`src/rtl/multicycle_controller.sv`:
```
// Moore control FSM for a multicycle MIPS-style datapath; JAL_EN adds the jal state (opcode 000011).
// FETCH-to-FETCH 3-5 cycles; FETCH/MEMRD/MEMWR stall on MemReady=0 with outputs held and no writes.
module multicycle_controller (
    input  logic        Clk,
    input  logic        Reset,
    input  logic [31:0] Instruction,
    input  logic        Zero,
    input  logic        MemReady,
    output logic        PCWrite,
    output logic        IorD,
    output logic        MemRead,
    output logic        MemWrite,
    output logic        IRWrite,
    output logic        RegWrite,
    output logic        RegDst,
    output logic        MemToReg,
    output logic        ALUSrcA,
    output logic        Jal,
    output logic [1:0]  ALUSrcB,
    output logic [1:0]  PCSource,
    output logic [4:0]  ALUControl,
    output logic        Illegal,
    output logic [3:0]  State
);
    typedef enum logic [3:0] {
        S_FETCH  = 4'd0,  S_DECODE = 4'd1,  S_MEMADR = 4'd2,  S_MEMRD = 4'd3,
        S_MEMWB  = 4'd4,  S_MEMWR  = 4'd5,  S_EXEC   = 4'd6,  S_RWB   = 4'd7,
        S_BRANCH = 4'd8,  S_JUMP   = 4'd9,  S_IEXEC  = 4'd10, S_IWB   = 4'd11,
        S_JAL    = 4'd12
    } state_t;

    localparam logic [4:0] ALU_ADD = 5'b00001, ALU_SUB = 5'b00010, ALU_MULT = 5'b00011,
                           ALU_SLL = 5'b00100, ALU_SRL = 5'b00101, ALU_AND  = 5'b00110,
                           ALU_OR  = 5'b00111, ALU_XOR = 5'b01000, ALU_NOR  = 5'b01101,
                           ALU_SLT = 5'b01110;

    state_t      state_q, state_d;
    logic [5:0]  opcode, funct;
    logic [4:0]  rtype_alu, itype_alu;
    logic        rtype_ok;
    logic        unused_instr;

    assign opcode       = Instruction[31:26];
    assign funct        = Instruction[5:0];
    assign unused_instr = ^Instruction[25:6];

    always_ff @(posedge Clk) begin
        if (Reset) state_q <= S_FETCH;
        else       state_q <= state_d;
    end

    always_comb begin
        rtype_alu = ALU_ADD;
        rtype_ok  = 1'b1;
        case (funct)
            6'b100000: rtype_alu = ALU_ADD;
            6'b100010: rtype_alu = ALU_SUB;
            6'b011000: rtype_alu = ALU_MULT;
            6'b000000: rtype_alu = ALU_SLL;
            6'b000010: rtype_alu = ALU_SRL;
            6'b100100: rtype_alu = ALU_AND;
            6'b100101: rtype_alu = ALU_OR;
            6'b100110: rtype_alu = ALU_XOR;
            6'b100111: rtype_alu = ALU_NOR;
            6'b101010: rtype_alu = ALU_SLT;
            default:   rtype_ok  = 1'b0;
        endcase
    end

    always_comb begin
        itype_alu = ALU_ADD;
        case (opcode)
            6'b001100: itype_alu = ALU_AND;
            6'b001101: itype_alu = ALU_OR;
            6'b001110: itype_alu = ALU_XOR;
            6'b001010: itype_alu = ALU_SLT;
            default:   itype_alu = ALU_ADD;
        endcase
    end

    always_comb begin
        state_d    = state_q;
        PCWrite    = 1'b0;
        IorD       = 1'b0;
        MemRead    = 1'b0;
        MemWrite   = 1'b0;
        IRWrite    = 1'b0;
        RegWrite   = 1'b0;
        RegDst     = 1'b0;
        MemToReg   = 1'b0;
        ALUSrcA    = 1'b0;
        Jal        = 1'b0;
        ALUSrcB    = 2'b00;
        PCSource   = 2'b00;
        ALUControl = 5'b00000;
        Illegal    = 1'b0;
        case (state_q)
            S_FETCH: begin
                MemRead    = 1'b1;
                ALUSrcB    = 2'b01;
                ALUControl = ALU_ADD;
                IRWrite    = MemReady;
                PCWrite    = MemReady;
                if (MemReady) state_d = S_DECODE;
            end
            S_DECODE: begin
                ALUSrcB    = 2'b11;
                ALUControl = ALU_ADD;
                case (opcode)
                    6'b100011, 6'b101011: state_d = S_MEMADR;
                    6'b000000: begin
                        // Bad funct is caught here so no R-type write cycle ever starts.
                        if (rtype_ok) state_d = S_EXEC;
                        else begin
                            Illegal = 1'b1;
                            state_d = S_FETCH;
                        end
                    end
                    6'b001000, 6'b001100, 6'b001101,
                    6'b001110, 6'b001010: state_d = S_IEXEC;
                    6'b000100, 6'b000101: state_d = S_BRANCH;
                    6'b000010:            state_d = S_JUMP;
`ifdef JAL_EN
                    6'b000011:            state_d = S_JAL;
`endif
                    default: begin
                        Illegal = 1'b1;
                        state_d = S_FETCH;
                    end
                endcase
            end
            S_MEMADR: begin
                ALUSrcA    = 1'b1;
                ALUSrcB    = 2'b10;
                ALUControl = ALU_ADD;
                state_d    = (opcode == 6'b100011) ? S_MEMRD : S_MEMWR;
            end
            S_MEMRD: begin
                MemRead = 1'b1;
                IorD    = 1'b1;
                if (MemReady) state_d = S_MEMWB;
            end
            S_MEMWR: begin
                MemWrite = 1'b1;
                IorD     = 1'b1;
                if (MemReady) state_d = S_FETCH;
            end
            S_MEMWB: begin
                RegWrite = 1'b1;
                state_d  = S_FETCH;
            end
            S_EXEC: begin
                ALUSrcA    = 1'b1;
                ALUControl = rtype_alu;
                state_d    = S_RWB;
            end
            S_RWB: begin
                RegWrite = 1'b1;
                RegDst   = 1'b1;
                MemToReg = 1'b1;
                state_d  = S_FETCH;
            end
            S_IEXEC: begin
                ALUSrcA    = 1'b1;
                ALUSrcB    = 2'b10;
                ALUControl = itype_alu;
                state_d    = S_IWB;
            end
            S_IWB: begin
                RegWrite = 1'b1;
                MemToReg = 1'b1;
                state_d  = S_FETCH;
            end
            S_BRANCH: begin
                ALUSrcA    = 1'b1;
                ALUControl = ALU_SUB;
                PCSource   = 2'b01;
                PCWrite    = ((opcode == 6'b000100) & Zero) | ((opcode == 6'b000101) & ~Zero);
                state_d    = S_FETCH;
            end
            S_JUMP: begin
                PCSource = 2'b10;
                PCWrite  = 1'b1;
                state_d  = S_FETCH;
            end
`ifdef JAL_EN
            S_JAL: begin
                PCSource = 2'b10;
                PCWrite  = 1'b1;
                RegWrite = 1'b1;
                Jal      = 1'b1;
                state_d  = S_FETCH;
            end
`endif
            default: state_d = S_FETCH;
        endcase
        // Reset squashes every strobe in the same cycle, even mid-wait.
        if (Reset) begin
            PCWrite    = 1'b0;
            IorD       = 1'b0;
            MemRead    = 1'b0;
            MemWrite   = 1'b0;
            IRWrite    = 1'b0;
            RegWrite   = 1'b0;
            RegDst     = 1'b0;
            MemToReg   = 1'b0;
            ALUSrcA    = 1'b0;
            Jal        = 1'b0;
            ALUSrcB    = 2'b00;
            PCSource   = 2'b00;
            ALUControl = 5'b00000;
            Illegal    = 1'b0;
        end
    end

    assign State = Reset ? 4'd0 : state_q;
endmodule

```
`config.mk`:
```
export PLATFORM = sky130hd
export DESIGN_NAME = multicycle_controller
export DESIGN_NICKNAME = d
export VERILOG_FILES = /design/src/rtl/multicycle_controller.sv
export SDC_FILE = /design/constraint.sdc
export NUM_CORES = 1
export LEC_CHECK = 0
export CAP_MARGIN = 20
export CORE_ASPECT_RATIO = 0.6
export CORE_MARGIN = 2
export CORE_UTILIZATION = 31
export DETAILED_ROUTE_END_ITERATION = 12
export PLACE_DENSITY = 0.76
export SLEW_MARGIN = 25
export SYNTH_ARGS = -nofsm -noshare
export SYNTH_HDL_FRONTEND = slang
export SYNTH_SLANG_ARGS = --single-unit
```
`constraint.sdc`:
```
create_clock -name Clk -period 1.39 [get_ports Clk]
set_input_delay 0.278 -clock Clk [delete_from_list [all_inputs] [get_ports Clk]]
set_output_delay 0.278 -clock Clk [all_outputs]
set_load 0.01 [all_outputs]
```
==> Word-level counts from Yosys, hierarchy flattened <==
Index checks and enable logic that the tools add are counted.
{ "word_totals": {"regBits": 4, "out_inout_bits": 24, "in_bits": 36, "word_cells": 93} }
{ "op_classes": {"bitwise_logic": 4, "eq_ne": 33, "n_reduce_logical": 16, "muxes": 39} }
{ "ops": {"columns": ["cell", "count"], "rows": [
  ["6-bit == test (second input constant)", 9],
  ["4-bit one-hot mux with 9 select lines", 1],
  ["6-bit by 4-bit == test with 1-bit output (second input constant)", 5],
  ["4-bit one-hot mux with 7 select lines", 1],
  ["1-bit two-way mux", 21],
  ["4-bit one-hot mux with 5 select lines", 1],
  ["5-bit one-hot mux with 4 select lines", 1],
  ["10-bit OR reduction", 2],
  ["4-bit by 3-bit == test with 1-bit output (second input constant)", 4],
  ["4-bit == test (second input constant)", 4],
  ["4-bit two-way mux", 4],
  ["4-bit one-hot mux with 4 select lines", 1],
  ["6-bit by 2-bit == test with 1-bit output (second input constant)", 2],
  ["6-bit by 3-bit == test with 1-bit output (second input constant)", 2],
  ["6-bit logical NOT", 2],
  ["2-bit OR reduction", 6],
  ["4-bit by 2-bit == test with 1-bit output (second input constant)", 2],
  ["6-bit by 5-bit == test with 1-bit output (second input constant)", 1],
  ["3-bit two-way mux", 2],
  ["2-bit inequality test (second input constant)", 3],
  ["2-bit one-hot mux with 3 select lines", 1],
  ["3-bit OR reduction", 2],
  ["5-bit two-way mux", 1],
  ["5-bit OR reduction", 1],
  ["11 further kinds", 13]
]} }

==> Depth between registers and ports, before layout <==
Gate-level depths: netlist of run 1.
{ "logic_depth": {"depth_word": 7, "depth_mapped": 6, "mapped_depth_nobuf": 5} }

==> Worst setup path after synthesis of run 1 <==
OpenSTA, ideal clock, no wires.
{ "synth_path": {"kind": "register to output", "start": "register state_q[0]", "end": "output port ALUControl[3]", "t_arrival_ps": 1365, "path_stages_with_launch": 7, "required_time_ps": 1112, "path_slack_ps": -253, "n_path_buf": 1, "path_cell_list": "dfxtp_1 buf_2 inv_2 nand2_1 nor2_1 or4b_1 a21oi_1"} }
{ "synth_via": {"elab_chain_len": 4, "word_cells_on_any_way": 9, "classes_between": "eq/ne (5); mux (2); reduce/logical (2)"} }
{ "synth_lines": {"columns": ["element", "line", "rtl"], "rows": [
  ["from (decl)", "37", "state_t state_q, state_d;"],
  ["from (signal assigned)", "49", "else state_q <= state_d;"],
  ["4-bit by 1-bit == test with 1-bit output, or another cell as far along", "97", "case (state_q)"],
  ["3-bit OR reduction (no source line)", null, null],
  ["5-bit one-hot mux with 4 select lines (*)", "97", null],
  ["5-bit two-way mux (*)", "198", "if (Reset) begin"],
  ["to (decl)", "21", "output logic [4:0] ALUControl,"]
]} }
Mark *: on every way between the ends. The rest lies on a longest branch, timed or not.

==> Final worst setup path of run 1 <==
{ "layout_path": {"start": "register state_q[2]", "end": "output port ALUControl[1]"} }
The elaborated chain is that of the path after synthesis.

==> metrics.cfg, run 1 <==
[outcome]
status = finished, violations left
failed_checks = negative setup slack

[placement]
hpwl_after_dpl_um = 2970
globalplace.congestion = 0.803
placed_instances = 250
port-buffer-count = 37

[sta]
final_critical_period_ns = 1.90
setup_viol = 24
setup_tns_ns = -7.52
max_freq_ghz = 0.526
hold_slack_ns = 0.518
fin_ws_ns = -0.510
grt_setup_unrepaired = true
timing.final.crit_share_pct = 137
finalHoldViolCount = 0
worst_clock_skew_ns = 0.0133
slew_viol_final = 0

[drt]
detail_route.wl_per_cell_um = 20.5
per_cell_via_count_in_the_routed_design = 6.09
detailroute.via_count = 1692
detailedRoute.firstIterationViolations = 166
ant_nets = 0
wl_um = 5690
detail_route.first_pass.iterations = 5
route.detailed.drc = 0

[cts]
ctsHtreeMaxLevel = 1
cts_inserted_buffers = 3
clockBufferDepth = 2
tritoncts = done
cts_sinks = 4
clk_pin_slew_ns = 0.04
clock_tree_root_driver_cell = clkbuf_8
clk_latency_ns = 0.23
cts.hold.buffers_added = 0

[die]
floorplan.die_area_um2 = 3160
die_height_um = 44.4
die_w_um = 71.3
start_util_pct = 33.2
io-pin-count = 60
fp-row-count = 14
fp.coreArea_um2 = 2540

[power]
leakage_power_figure_nw = 0.974
p_per_cell_area_nw_per_um2 = 355
power_mw = 0.796
vdd_drop_max_mv = 0.417

[global_routing]
global_route.overflow_total = 0
maximum_number_of_pins_on_one_net_before_global_route_repair = 8
grt_util_all_layers_pct = 32.2
wire_length_of_the_first_global_routing_pass_um = 7760
grt_antenna_before_repair = 0
first_global_vias = 1565

[finish]
area_growth_pct = 166
non_filler_cells_final = 278
final_net_count = 283
largest_register_ff_count = 4
antenna_cells = 0
top_regs = state_q x4
post-route-util_pct = 88.2
registers.top_by_ff_count = state_q
n_fill_cell = 123
post_route_cells_drive_above_1_share_pct = 74.0

[logic_synthesis]
synth_seq_area_share_pct = 9.51
synthesis.area_per_instance_um2 = 6.24
synth_edf_count = 0
synthArstFlopShare_pct = 0
synth_cells = 135
post_synthesis_register_bit_count = 4
synth.distinct_cells = 48
ys.flop_type = dfxtp_1
syn_area_um2 = 842
synth-warning-count = 0

[min_path]
min_path_type = in2reg

[worst_setup_path]
timing.setup.critical_path_class = reg2out
worst_ep_arrival_time_ns = 1.62
cp_data_required_time_ns = 1.11
worstPathMaxFanout = 5
setup.worst_path.end_class = primary output
critPathLaunchType = flop
reg2reg_setup_slack_ns = -0.35

[run]
maxCapViolations = 0

[what timing repair did]
item	CTS	global route
setup endpoints to repair	26	26
gates resized for setup	214	37
gates cloned	1	0
buffers inserted	16	15
pin swaps	33	23
[logic make-up after synthesis]
kind of cell	Yosys count	synth area share, %
AO/OA/AOI/OAI	38	30.9
flip-flops	4	9.51
buffers and inverters	11	6.09
XOR/XNOR	2	2.08
other	1	0.445
AND/OR/NAND/NOR	79	51.0
[critical path, cell delays in order (launching register included)]
cell	delay (ns)
dfxtp_4	0.36
buf_6	0.13
nor2_2	0.14
nor2_2	0.07
nor2_2	0.10
buf_4	0.14
o21bai_4	0.10
a31oi_2	0.18
buf_2	0.18
[power by group]
part / leakage [nW] / internal [mW] / total (mW) / switching, mW
registers: 0.0352 / 0.113 / 0.119 / 0.00509
clock network: 0.0228 / 0.197 / 0.275 / 0.0773
logic: 0.916 / 0.204 / 0.403 / 0.199
[metal layers]
| metal | up-vias | track usage (%) | part of all wire, % |
|---|---|---|---|
| met1 | 796 | 36.7 | 38 |
| met3 | 40 | 5.92 | 9.5 |
| li1 | 716 | - | - |
| met4 | 0 | 17.0 | 6.8 |
| met2 | 140 | 58.5 | 46 |
| met5 | - | 0 | 0 |
[synth_stat cells (2+ instances only)]
master	instances	area [µm²]
nand2_1	13	48.8
a21oi_1	9	45.0
o21ai_0	3	15.0
nor4_1	3	18.8
a32oi_1	2	17.5
inv_1	2	7.51
or3_1	2	12.5
nand3_1	4	20.0
buf_2	2	10.0
o22ai_1	2	12.5
o21ai_1	3	15.0
o31a_1	2	17.5
dfxtp_1	4	80.1
nor2_1	19	71.3
a211oi_1	3	22.5
nor2b_1	12	75.1
o21bai_1	2	15.0
clkbuf_1	4	15.0
nor3_1	5	25.0
a31oi_1	2	12.5
nand2b_1	6	37.5
and3_1	4	25.0
buf_4	2	15.0
[final timing paths]
kind / start / endpoint / cells past startpoint
max: state_q[2] / ALUControl[1] / 8
min reg2reg: state_q[3] / state_q[1] / 3
min: Instruction[30] / state_q[0] / 5
max reg2reg: state_q[1] / state_q[1] / 7
[cell type report]
cell class | instances | area, µm² | area share, %
clock buffers | 4 | 45.0 | 2.01
flip-flops and latches | 4 | 92.6 | 4.13
multi-input cells | 121 | 1090 | 48.7
repair buffers | 114 | 956 | 42.7
inverters | 3 | 16.3 | 0.726
well taps | 32 | 40.0 | 1.79
[cell usage in the layout (no fill, tap or decap), types with 3 or more instances in the layout]
| master | instances |
|---|---|
| a21oi_2 | 5 |
| nand2b_1 | 3 |
| nand2_1 | 8 |
| o21ai_1 | 4 |
| buf_6 | 37 |
| dfxtp_4 | 3 |
| clkbuf_8 | 3 |
| nor2_1 | 9 |
| nor2b_1 | 3 |
| nand2_2 | 4 |
| nand2b_4 | 3 |
| nor2b_4 | 7 |
| nor2_4 | 5 |
| buf_4 | 50 |
| a21oi_1 | 4 |
| nand3_1 | 3 |
| or3_4 | 3 |
| nor2_2 | 6 |
| buf_2 | 20 |
[through the flow]
step	setup slack (ns)	instance area [µm²]
floorplan	-0.135	948
global placement	-1.12	1700
detailed placement	-1.24	1700
CTS	-0.456	2070
global route	-0.541	2240
finish	-0.510	2240
(Power assumes the default switching activity.)
==> run 2: changes to the inputs <==
- CORE_UTILIZATION: 31 -> 32
- CTS_BUF_LIST: not set -> sky130_fd_sc_hd__clkbuf_8
- PLACE_DENSITY: 0.76 -> 0.78
==> metrics.cfg, run 2 (synthesis results as in run 1) <==
[outcome]
status = finished, violations left
failed_checks = negative setup slack

[worst_setup_path]
cp_data_required_time_ns = 1.11
worst_r2r_endpoint = state_q[0]
critPathLaunchType = primary input
timing.setup.critical_path_class = in2out
worstPathMaxFanout = 7
ff2ff_path_depth = 8
setup.worst_path.end_class = primary output
worst_ep_arrival_time_ns = 1.65
reg2reg_setup_slack_ns = -0.32
worst_r2r_startpoint = state_q[2]

[min_path]
hp-start = Instruction[26]
min_path_type = in2reg
worst_hold_path.endpoint = state_q[0]
worst_hold_path.num_cells = 4

[finish]
layout.cells.most_common = buf_4
final_net_count = 282
commonest_cells_after_routing_fill_and_taps_aside = buf_4 (50), buf_6 (28), buf_2 (21)
registers.top_by_ff_count = state_q
fin_area_um2 = 2240
largest_register_ff_count = 4
antenna_cells = 0
area_growth_pct = 166
non_filler_cells_final = 277
top_regs = state_q x4
post_route_cells_drive_above_1_share_pct = 74.3
n_fill_cell = 109

[sta]
hold_slack_ns = 0.494
finalHoldViolCount = 0
setup_viol = 23
max_freq_ghz = 0.518
slew_viol_final = 0
grt_setup_unrepaired = true
worst-slew-pin-transition_ns = 0.579
fin_ws_ns = -0.542
maxSlewHeadroom_pct = 60.9
worst_clock_skew_ns = 0.00470
final_critical_period_ns = 1.93
timing.final.crit_share_pct = 139

[cts]
clk_pin_slew_ns = 0.03
clk_latency_ns = 0.23
cts_inserted_buffers = 3
clock_tree_root_driver_cell = clkbuf_8
clockBufferDepth = 2
cts_sinks = 4
tritoncts = done
ctsHtreeMaxLevel = 1

[global_routing]
first_global_vias = 1520
gr-usage-met1_pct = 35.7
grt_util_met2_pct = 54.7
grt_util_all_layers_pct = 29.7
gr-usage-met3_pct = 4.88
maximum_number_of_pins_on_one_net_before_global_route_repair = 9
grt_busiest_layer = met2
grt_antenna_before_repair = 0
wire_length_of_the_first_global_routing_pass_um = 7250
global_route.overflow_total = 0

[die]
fp-row-count = 14
die_w_um = 70.2
floorplan.die_area_um2 = 3070
die_height_um = 43.7
io-pin-count = 60
start_util_pct = 33.6
fp.coreArea_um2 = 2500

[placement]
port-buffer-count = 37
placement.setup.worst_slack_ns = -1.25
placed_instances = 249
hpwl_after_dpl_um = 2850
post_dp_cell_area_um2 = 1700
globalplace.congestion = 0.900

[drt]
route.detailed.drc = 0
ant_nets = 0
detailedRoute.firstIterationViolations = 153
detailroute.via_count = 1715
detail_route.wl_per_cell_um = 22.4
wl_um = 6200
detail_route.first_pass.iterations = 5
per_cell_via_count_in_the_routed_design = 6.19

[power]
vdd_drop_max_mv = 0.682
leakage_power_figure_nw = 0.983
p_per_cell_area_nw_per_um2 = 353
power_mw = 0.792

[run]
maxCapViolations = 0

[run 2: routing by layer]
metal,vias to the layer above,share of wire [%]
met1,770,37
met3,56,11
met5,-,0
met2,172,45
met4,0,7.2
li1,717,-
[run 2: worst max-delay path: stages]
cell and delay [ns]:
clkdlybuf4s15_2 0.31, nand4bb_1 0.25, o41ai_1 0.13, o211ai_1 0.27
nand2_1 0.13, nor3_4 0.13, buf_2 0.15
[run 2: worst max-delay path by stage]
stage	startpoint	to	slack [ns]
detailed placement	Instruction[2]	Illegal	-1.25
finish	Instruction[4]	Illegal	-0.54
CTS	state_q[1]	Illegal	-0.44
global placement	Instruction[2]	Illegal	-1.17
global route	Instruction[4]	Illegal	-0.63
floorplan	state_q[3]	ALUControl[3]	-0.13
[run 2: final cells by class]
cell class	count	area [µm²]	share of cell area (%)
Multi-Input combinational cell	121	1080	48.3
Timing Repair Buffer	113	965	43.0
Sequential cell	4	92.6	4.13
Clock buffer	3	41.3	1.84
Tap cell	32	40.0	1.79
Inverter	3	16.3	0.726
Clock inverter	1	3.75	0.168
[run 2: timing repair]
action | 4_1_cts | 5_1_grt
hold buffers | 0 | 0
setup endpoints to repair | 26 | 25
pin swaps | 29 | 26
gates cloned | 1 | 0
buffers inserted | 12 | 17
gates resized for setup | 186 | 55
[run 2: where the power goes]
part	switching [mW]	internal (mW)	total (mW)
logic	0.205	0.196	0.401
registers	0.00513	0.113	0.119
clock network	0.0813	0.190	0.271
[run 2: per-stage QoR]
stage	setup TNS (ns)	utilization [%]
after floorplan	-0.495	-
after global placement	-19.94	67.7
after detailed placement	-20.88	67.7
after CTS	-6.04	77.5
after global routing	-8.45	89.5
final	-7.73	89.5
==> run 3: changes to the inputs <==
- GPL_TIMING_DRIVEN: not set -> 0
==> metrics.cfg, run 3 (synthesis results as in run 1) <==
[finish]
n_fill_cell = 150
layout.cells.most_common = buf_4
top_regs = state_q x4
fin_area_um2 = 1950
largest_register_ff_count = 4
final_net_count = 244
area.sequential_um2 = 95.1
area_growth_pct = 132
commonest_cells_after_routing_fill_and_taps_aside = buf_4 (22), buf_2 (21), buf_6 (19)
antenna_cells = 0
multiInputGateArea_um2 = 1100
registers.top_by_ff_count = state_q
post_route_cells_drive_above_1_share_pct = 68.1

[drt]
dr.max_layer_used = met4
detailedRoute.firstIterationViolations = 159
post_route_m1_wl_um = 1950
per_cell_via_count_in_the_routed_design = 6.15
detail_route.wl_per_cell_um = 20.8
detail_route.first_pass.iterations = 5
ant_nets = 0
routed-wl-met2_um = 2290
detailroute.wirelength.met3_um = 542
detailroute.via_count = 1469
route.detailed.drc = 0
wl_um = 4980

[die]
fp.coreArea_um2 = 2500
fp-row-count = 14
io-pin-count = 60
die_w_um = 70.2
start_util_pct = 33.6
floorplan.die_area_um2 = 3070
die_height_um = 43.7

[worst_setup_path]
worstPathMaxFanout = 4
timing.setup.critical_path_class = reg2out
slowest_stage = or4b_4
critical_path_buffers_and_inverters = 1
kind_of_cell_adding_the_most_delay_to_the_critical_path = simple AND/OR/NAND/NOR gates
critPathMaxStageDelay_ns = 0.49
setup.worst_path.end_class = primary output
critPathLaunchType = flop
crit_path_start = state_q[3]
crit_chain = nand2b_4 -> nor2_4 -> or4b_4 -> a21oi_2 -> buf_2
worst_ep_arrival_time_ns = 1.64
worst_r2r_startpoint = state_q[1]
cp_data_required_time_ns = 1.11

[sta]
grt_setup_unrepaired = true
worst_clock_skew_ns = 0.000955
slew_viol_final = 0
finalHoldViolCount = 0
final_critical_period_ns = 1.92
max_freq_ghz = 0.522
timing.final.crit_share_pct = 138
setup_viol = 23
fin_ws_ns = -0.525

[global_routing]
maximum_number_of_pins_on_one_net_before_global_route_repair = 11
grt_antenna_before_repair = 0
wire_length_of_the_first_global_routing_pass_um = 6750
first_global_vias = 1360
grt_util_all_layers_pct = 28.4
global_route.overflow_total = 0

[run]
maxCapViolations = 0

[min_path]
min_path_type = in2reg
hp-start = Instruction[28]

[placement]
post_dp_cell_area_um2 = 1360
port-buffer-count = 37
hpwl_after_dpl_um = 2360
globalplace.congestion = 0.875

[power]
power_mw = 0.731
p_per_cell_area_nw_per_um2 = 374
leakage_power_figure_nw = 0.808
vdd_drop_max_mv = 0.349

[cts]
cts.hold.buffers_added = 0
clockBufferDepth = 2
clk_pin_slew_ns = 0.03
cts_inserted_buffers = 3
cts_sinks = 4
clock_tree_root_driver_cell = clkbuf_8
tritoncts = done
ctsHtreeMaxLevel = 1
clk_latency_ns = 0.22

[outcome]
failed_checks = negative setup slack
status = finished, violations left

-- run 3: cell types whose count changed in the layout (fill, tap and decap cells not counted), moves of 2 or more --
cell	delta
nor2_1	+2
buf_4	-28
buf_6	-9
nor2_2	-3
clkbuf_8	+2
-- run 3: worst register-to-register path: stages (launching register included) --
cell	delay (ns)
dfxtp_4	0.36
buf_6	0.14
and2b_2	0.23
buf_6	0.14
buf_6	0.12
a21oi_4	0.12
o22ai_2	0.09
a22oi_2	0.18
o21ai_1	0.09
-- run 3: metrics by stage --
stage                     instances  TNS (ns)  hold slack [ns]  util [%]  worst slack (ns)
after floorplan                 136    -0.495            0.416         -            -0.135
after global placement          205    -21.25            0.700      54.2             -1.27
after detailed placement        205    -21.96            0.699      54.2             -1.29
after CTS                       229     -5.05            0.459      67.8            -0.480
after global routing            239     -7.21            0.486      78.0            -0.561
final                           239     -6.51            0.446      78.0            -0.525
-- run 3: path summary, 6_finish.rpt --
check | end | slack [ns] | depth (start not counted)
setup / recovery | ALUControl[3] | -0.53 | 5
hold / removal | state_q[0] | 0.45 | 4
setup reg to reg | state_q[0] | -0.20 | 8
hold reg to reg | state_q[3] | 0.74 | 2
-- run 3: cell type report --
type,instances,share of cell area [%]
clock inverter,1,0.192
sequential,4,4.87
inverter,3,0.832
timing repair buffer,69,29.6
buffer,6,4.03
clock buffer,3,2.11
tap,32,2.05
multi-input combinational,121,56.3
-- run 3: where the power goes --
| part | total (mW) | switching, mW | leakage [nW] | internal (mW) |
|---|---|---|---|---|
| clock network | 0.262 | 0.0726 | 0.0269 | 0.189 |
| logic | 0.350 | 0.186 | 0.746 | 0.164 |
| registers | 0.119 | 0.00695 | 0.0355 | 0.112 |
| total | 0.731 | 0.266 | 0.808 | 0.465 |
-- run 3: routing by layer --
layer	up-vias	track usage [%]
li1	637	-
met3	28	7.21
met4	0	13.5
met2	131	47.0
met1	673	35.4
met5	-	0
-- run 3: repair_timing --
item	4_1_cts	5_1_grt
gates cloned	1	0
endpoints found under the hold margin	0	0
buffers inserted	19	15
gates resized for setup	199	59
pin swaps	24	22
setup endpoints to repair	26	25
